[config.mk]
export PLATFORM = sky130hd
export DESIGN_NAME = path_player
export DESIGN_NICKNAME = d
export VERILOG_FILES = /design/src/rtl/path_player.sv
export SDC_FILE = /design/constraint.sdc
export NUM_CORES = 1
export LEC_CHECK = 0
export BUFFER_PORTS_ARGS = -buffer_cell sky130_fd_sc_hd__buf_2
export CAP_MARGIN = 20
export CORE_UTILIZATION = 56
export CTS_CLUSTER_SIZE = 30
export DETAILED_ROUTE_END_ITERATION = 10
export HOLD_SLACK_MARGIN = 0.12
export PLACE_DENSITY = 0.83
export SLEW_MARGIN = 20
export SYNTH_ARGS = -nofsm -noshare
export SYNTH_HDL_FRONTEND = slang
export SYNTH_SLANG_ARGS = --single-unit
[constraint.sdc]
create_clock -name clk -period 3.45 [get_ports clk]
set_input_delay 0 -clock clk [delete_from_list [all_inputs] [get_ports clk]]
set_output_delay 0 -clock clk [all_outputs]
set_load 0.01 [all_outputs]
[src/rtl/path_player.sv]
// Answer-LIFO playback: pops the solved path (start -> goal) and emits one
// 2-bit move direction per consecutive coordinate pair over valid/ready.
module path_player #(
  parameter int unsigned COORD_W = 4,
  parameter int unsigned CNT_W   = 9
) (
  input  logic               clk,
  input  logic               rst,
  input  logic               run,
  input  logic               stack_empty,
  input  logic [COORD_W-1:0] stack_top_x,
  input  logic [COORD_W-1:0] stack_top_y,
  output logic               stack_pop,
  output logic               move_valid,
  input  logic               move_ready,
  output logic [1:0]         move_dir,
  output logic [COORD_W-1:0] pos_x,
  output logic [COORD_W-1:0] pos_y,
  output logic [CNT_W-1:0]   move_count,
  output logic               busy,
  output logic               done,
  output logic               error
);

  localparam logic [1:0] DIR_UP    = 2'b00;
  localparam logic [1:0] DIR_RIGHT = 2'b01;
  localparam logic [1:0] DIR_DOWN  = 2'b10;
  localparam logic [1:0] DIR_LEFT  = 2'b11;

  localparam logic [COORD_W-1:0] COORD_MAX = {COORD_W{1'b1}};
  localparam logic [COORD_W-1:0] COORD_ONE = COORD_W'(1);
  localparam logic [CNT_W-1:0]   CNT_MAX   = {CNT_W{1'b1}};
  localparam logic [CNT_W-1:0]   CNT_ONE   = CNT_W'(1);

  typedef enum logic [2:0] {
    S_IDLE,
    S_LOAD,
    S_FETCH,
    S_EMIT,
    S_DONE,
    S_ERR
  } state_t;

  state_t             r_state;
  state_t             w_state_next;
  logic [COORD_W-1:0] r_pos_x;
  logic [COORD_W-1:0] r_pos_y;
  logic [CNT_W-1:0]   r_count;
  logic [1:0]         r_dir;
  logic [1:0]         w_dir;
  logic               r_valid;
  logic               r_busy;
  logic               r_done;
  logic               r_error;

  logic w_pop;
  logic w_load_pos;
  logic w_clr_count;
  logic w_inc_count;
  logic w_set_dir;
  logic w_same_x;
  logic w_same_y;
  logic w_up;
  logic w_right;
  logic w_down;
  logic w_left;
  logic w_step_ok;

  // Unit-step detection without modular wrap: an edge coordinate has no neighbour past it.
  assign w_same_x  = (stack_top_x == r_pos_x);
  assign w_same_y  = (stack_top_y == r_pos_y);
  assign w_right   = w_same_y && (r_pos_x != COORD_MAX) && (stack_top_x == r_pos_x + COORD_ONE);
  assign w_left    = w_same_y && (r_pos_x != '0)        && (stack_top_x == r_pos_x - COORD_ONE);
  assign w_down    = w_same_x && (r_pos_y != COORD_MAX) && (stack_top_y == r_pos_y + COORD_ONE);
  assign w_up      = w_same_x && (r_pos_y != '0)        && (stack_top_y == r_pos_y - COORD_ONE);
  assign w_step_ok = w_up | w_right | w_down | w_left;

  always_comb begin
    w_dir = DIR_UP;
    if (w_right)     w_dir = DIR_RIGHT;
    else if (w_down) w_dir = DIR_DOWN;
    else if (w_left) w_dir = DIR_LEFT;
  end

  // Next-state and datapath strobes
  always_comb begin
    w_state_next = r_state;
    w_pop        = 1'b0;
    w_load_pos   = 1'b0;
    w_clr_count  = 1'b0;
    w_inc_count  = 1'b0;
    w_set_dir    = 1'b0;
    case (r_state)
      S_IDLE: begin
        if (run) w_state_next = stack_empty ? S_DONE : S_LOAD;
      end
      S_LOAD: begin
        w_pop        = 1'b1;
        w_load_pos   = 1'b1;
        w_clr_count  = 1'b1;
        w_state_next = S_FETCH;
      end
      S_FETCH: begin
        if (stack_empty) begin
          w_state_next = S_DONE;
        end else if (w_step_ok) begin
          w_set_dir    = 1'b1;
          w_state_next = S_EMIT;
        end else begin
          w_state_next = S_ERR;
        end
      end
      S_EMIT: begin
        if (move_ready) begin
          w_pop        = 1'b1;
          w_load_pos   = 1'b1;
          w_inc_count  = 1'b1;
          w_state_next = S_FETCH;
        end
      end
      S_DONE:  w_state_next = S_IDLE;
      S_ERR:   w_state_next = S_ERR;
      default: w_state_next = S_IDLE;
    endcase
  end

  // Pop is gated in the reset cycle so an abort never consumes an entry.
  assign stack_pop = w_pop & ~rst;

  always_ff @(posedge clk) begin
    if (rst) begin
      r_state <= S_IDLE;
      r_pos_x <= '0;
      r_pos_y <= '0;
      r_count <= '0;
      r_dir   <= DIR_UP;
      r_valid <= 1'b0;
      r_busy  <= 1'b0;
      r_done  <= 1'b0;
      r_error <= 1'b0;
    end else begin
      r_state <= w_state_next;
      if (w_load_pos) begin
        r_pos_x <= stack_top_x;
        r_pos_y <= stack_top_y;
      end
      if (w_clr_count)                               r_count <= '0;
      else if (w_inc_count && (r_count != CNT_MAX))  r_count <= r_count + CNT_ONE;
      if (w_set_dir) r_dir <= w_dir;
      r_valid <= (w_state_next == S_EMIT);
      r_busy  <= (w_state_next != S_IDLE);
      r_done  <= (w_state_next == S_DONE);
      r_error <= (w_state_next == S_ERR);
    end
  end

  assign move_valid = r_valid;
  assign move_dir   = r_dir;
  assign pos_x      = r_pos_x;
  assign pos_y      = r_pos_y;
  assign move_count = r_count;
  assign busy       = r_busy;
  assign done       = r_done;
  assign error      = r_error;

endmodule

==> results.ini <==
[placed_design]
gp_congestion = 0.858
post_dp_cell_area_mm2 = 0.00166
hpwl_um = 2310
dp_cells = 228
io_buffers = 36

[clocking]
clock_path_buffers = 2
root_buffer = clkbuf_4
clk_pin_slew_worst_paths_ps = 130
clkLatencyLatePin_ps = 300
cts_sinks = 26
tritoncts.num_buffers = 3
post_cts_buffers = 0
htreeDepth = 1
cts_tree = done

[global_route]
grt_pass1_wl_um = 5310
grt_use_total = 0.254
grt_overflow_total = 0
grt_start_max_net_pins = 18
grt_pass1_vias = 1326
antenna_found_initial = 0

[drt]
drc = 0
vias = 1366
wl_per_cell_um = 13.0
firstDrtPassIters = 4
drtIter0Drc = 7
wirelength_um = 3270
drt-vias-per-instance = 5.42
antenna_left = 0

[floorplan]
die-area_mm2 = 0.00279
num_io_pins = 37
die_y_um = 52.9
core_mm2 = 0.00245
rows = 18
die_w_um = 52.9
start_util = 0.590

[sta]
whs_ps = 163
rsz0062_at_grt = no
period_share = 0.720
setup_viol = 0
fmax_ghz = 0.403
tns_ps = 0
finalHoldViolCount = 0
tightestPinTransition_ps = 1020
skew_ps = 3.48
relSlewSlack = 0.321
fin_crit_ps = 2480
maxSlewViolCount = 0

[worst_hold_path]
hp-start = move_ready
min_delay_worst_endpoint = move_count[0]$_SDFFE_PP0P_
min_path_cells = 5
min_path_type = in -> reg

[yosys]
ys_types = 38
post_synth.cell_area_avg_um2 = 8.78
synth_area_mm2 = 0.00145
synth_ff_type = dfxtp_1
synth_edf_count = 0
seq_area_frac_synth = 0.359
yosys_warnings = 0
synth_nets = 184
async_flop_share = 0
syn_inst = 165
ys_seq_elements = 26

[cells_and_area]
utilization = 0.771
area_growth_pct = 30.6
fin_nets = 242
final_cell_mix = 36 x buf_2, 27 x nor2_1, 26 x dfxtp_1, 20 x dlygate4sd3_1, 10 x xnor2_1
stdcell_area_mm2 = 0.00189
final_cells = 252
drive_above_1_share = 0.212
antenna_cells = 0
final_common_cell = buf_2

[setup_path]
crit_type = reg -> reg
timing.rr.start = r_state[0]$_SDFF_PP0_
required_ps = 3650
r2r_end = pos_y[2]$_SDFFE_PP0P_
path_cells = nand2b_1 > nor2_1 > mux2i_1 > nor2_1 > dlygate4sd3_1
crit_fanout = 9
worstPathArrival_ps = 2690
setup.worst_path.end_class = flop
cpMostUsedCell = nor2_1
slowest_stage = nor2_1
reg2reg_setup_slack_ps = 970
reg2regPathDepth = 5
cpPeakStageDelay_ps = 790
start_kind = flop

[pwr]
ir_drop_uv = 206
power.density_mw_per_mm2 = 303
leakagePower_uw = 0.000810

[status]
run_status = finished, final reports clean

[run]
cap_violations = 0

[metrics by stage]
| stage | worst slack [ps] | total power, uW |
|---|---|---|
| detailed placement | 1130 | 415 |
| CTS | 1020 | 575 |
| finish | 967 | 574 |
| global placement | 1280 | 410 |
| floorplan | 1300 | 386 |
| global route | 871 | 600 |
[registers in the layout, summed over array words and instances (netlist names)]
signal / cells
move_valid: 1
pos_y: 4
move_dir: 2
move_count: 9
r_state: 3
busy: 1
pos_x: 4
done: 1
error: 1
[repair_timing]
action,CTS,global route
hold endpoints to repair,15,0
resized for setup,0,0
hold buffers,20,0
setup endpoints to repair,0,0
[per-layer routing]
layer	track usage	wire length (um)	up-vias
met5	0	0	-
met4	0.0746	36	0
met3	0.0287	89	4
met2	0.513	1730	25
met1	0.268	1410	649
li1	-	-	688
[cell families after synthesis]
kind of cell    count (synthesis)  share of synthesized area
compound gates                 28                      0.134
xor+xnor                       19                      0.125
mux                             9                     0.0622
buf+inv                         9                     0.0233
simple gates                   68                      0.244
fa+ha+maj                       6                     0.0518
flops                          26                      0.359
[synthesized netlist by cell type, types with 2 or more instances]
| master | count | area, um^2 |
|---|---|---|
| xnor2_1 | 10 | 87.6 |
| ha_1 | 6 | 75.1 |
| nor2_1 | 27 | 101 |
| inv_1 | 6 | 22.5 |
| o21ai_0 | 5 | 25.0 |
| nand2b_1 | 8 | 50.1 |
| o211a_1 | 2 | 20.0 |
| xor2_1 | 7 | 61.3 |
| a21oi_1 | 9 | 45.0 |
| nand4_1 | 4 | 25.0 |
| nand3_1 | 6 | 30.0 |
| mux2i_1 | 9 | 90.1 |
| clkbuf_1 | 3 | 11.3 |
| dfxtp_1 | 26 | 521 |
| nor3_1 | 6 | 30.0 |
| or3_1 | 3 | 18.8 |
| a311oi_1 | 2 | 17.5 |
| nand2_1 | 6 | 22.5 |
[critical path, delay by kind of cell (launching register included)]
kind / cells / cell delay, ps
buffers and inverters: 1 / 570
multiplexers: 1 / 290
flip-flops: 1 / 520
AND/OR/NAND/NOR: 3 / 1010
[where the power goes]
group	switching, uW	internal, uW	leakage, uW
Clock	82.2	64.3	0.0000210
Combinational	55.2	53.2	0.000579
Sequential	10.8	308	0.000211
Total	148	425	0.000810
[worst max-delay path by stage]
| stage | from | end | depth (start not counted) |
|---|---|---|---|
| 2_1_floorplan | pos_x[0]$_SDFFE_PP0P_ | move_valid$_SDFF_PP0_ | 8 |
| 3_3_place_gp | pos_x[0]$_SDFFE_PP0P_ | move_valid$_SDFF_PP0_ | 8 |
| 3_5_place_dp | pos_x[0]$_SDFFE_PP0P_ | move_valid$_SDFF_PP0_ | 8 |
| 4_1_cts | r_state[0]$_SDFF_PP0_ | pos_x[3]$_SDFFE_PP0P_ | 5 |
| 5_1_grt | r_state[0]$_SDFF_PP0_ | pos_x[0]$_SDFFE_PP0P_ | 5 |
| 6_report | r_state[0]$_SDFF_PP0_ | pos_y[2]$_SDFFE_PP0P_ | 5 |
[area by class of cell]
cell class | count | area (um^2)
clock buffers | 4 | 36.3
inverters | 6 | 22.5
repair buffers | 56 | 380
well taps | 30 | 37.5
multi-input cells | 130 | 895
flip-flops and latches | 26 | 520
fillers | 179 | 563
(Power assumes the default switching activity.)
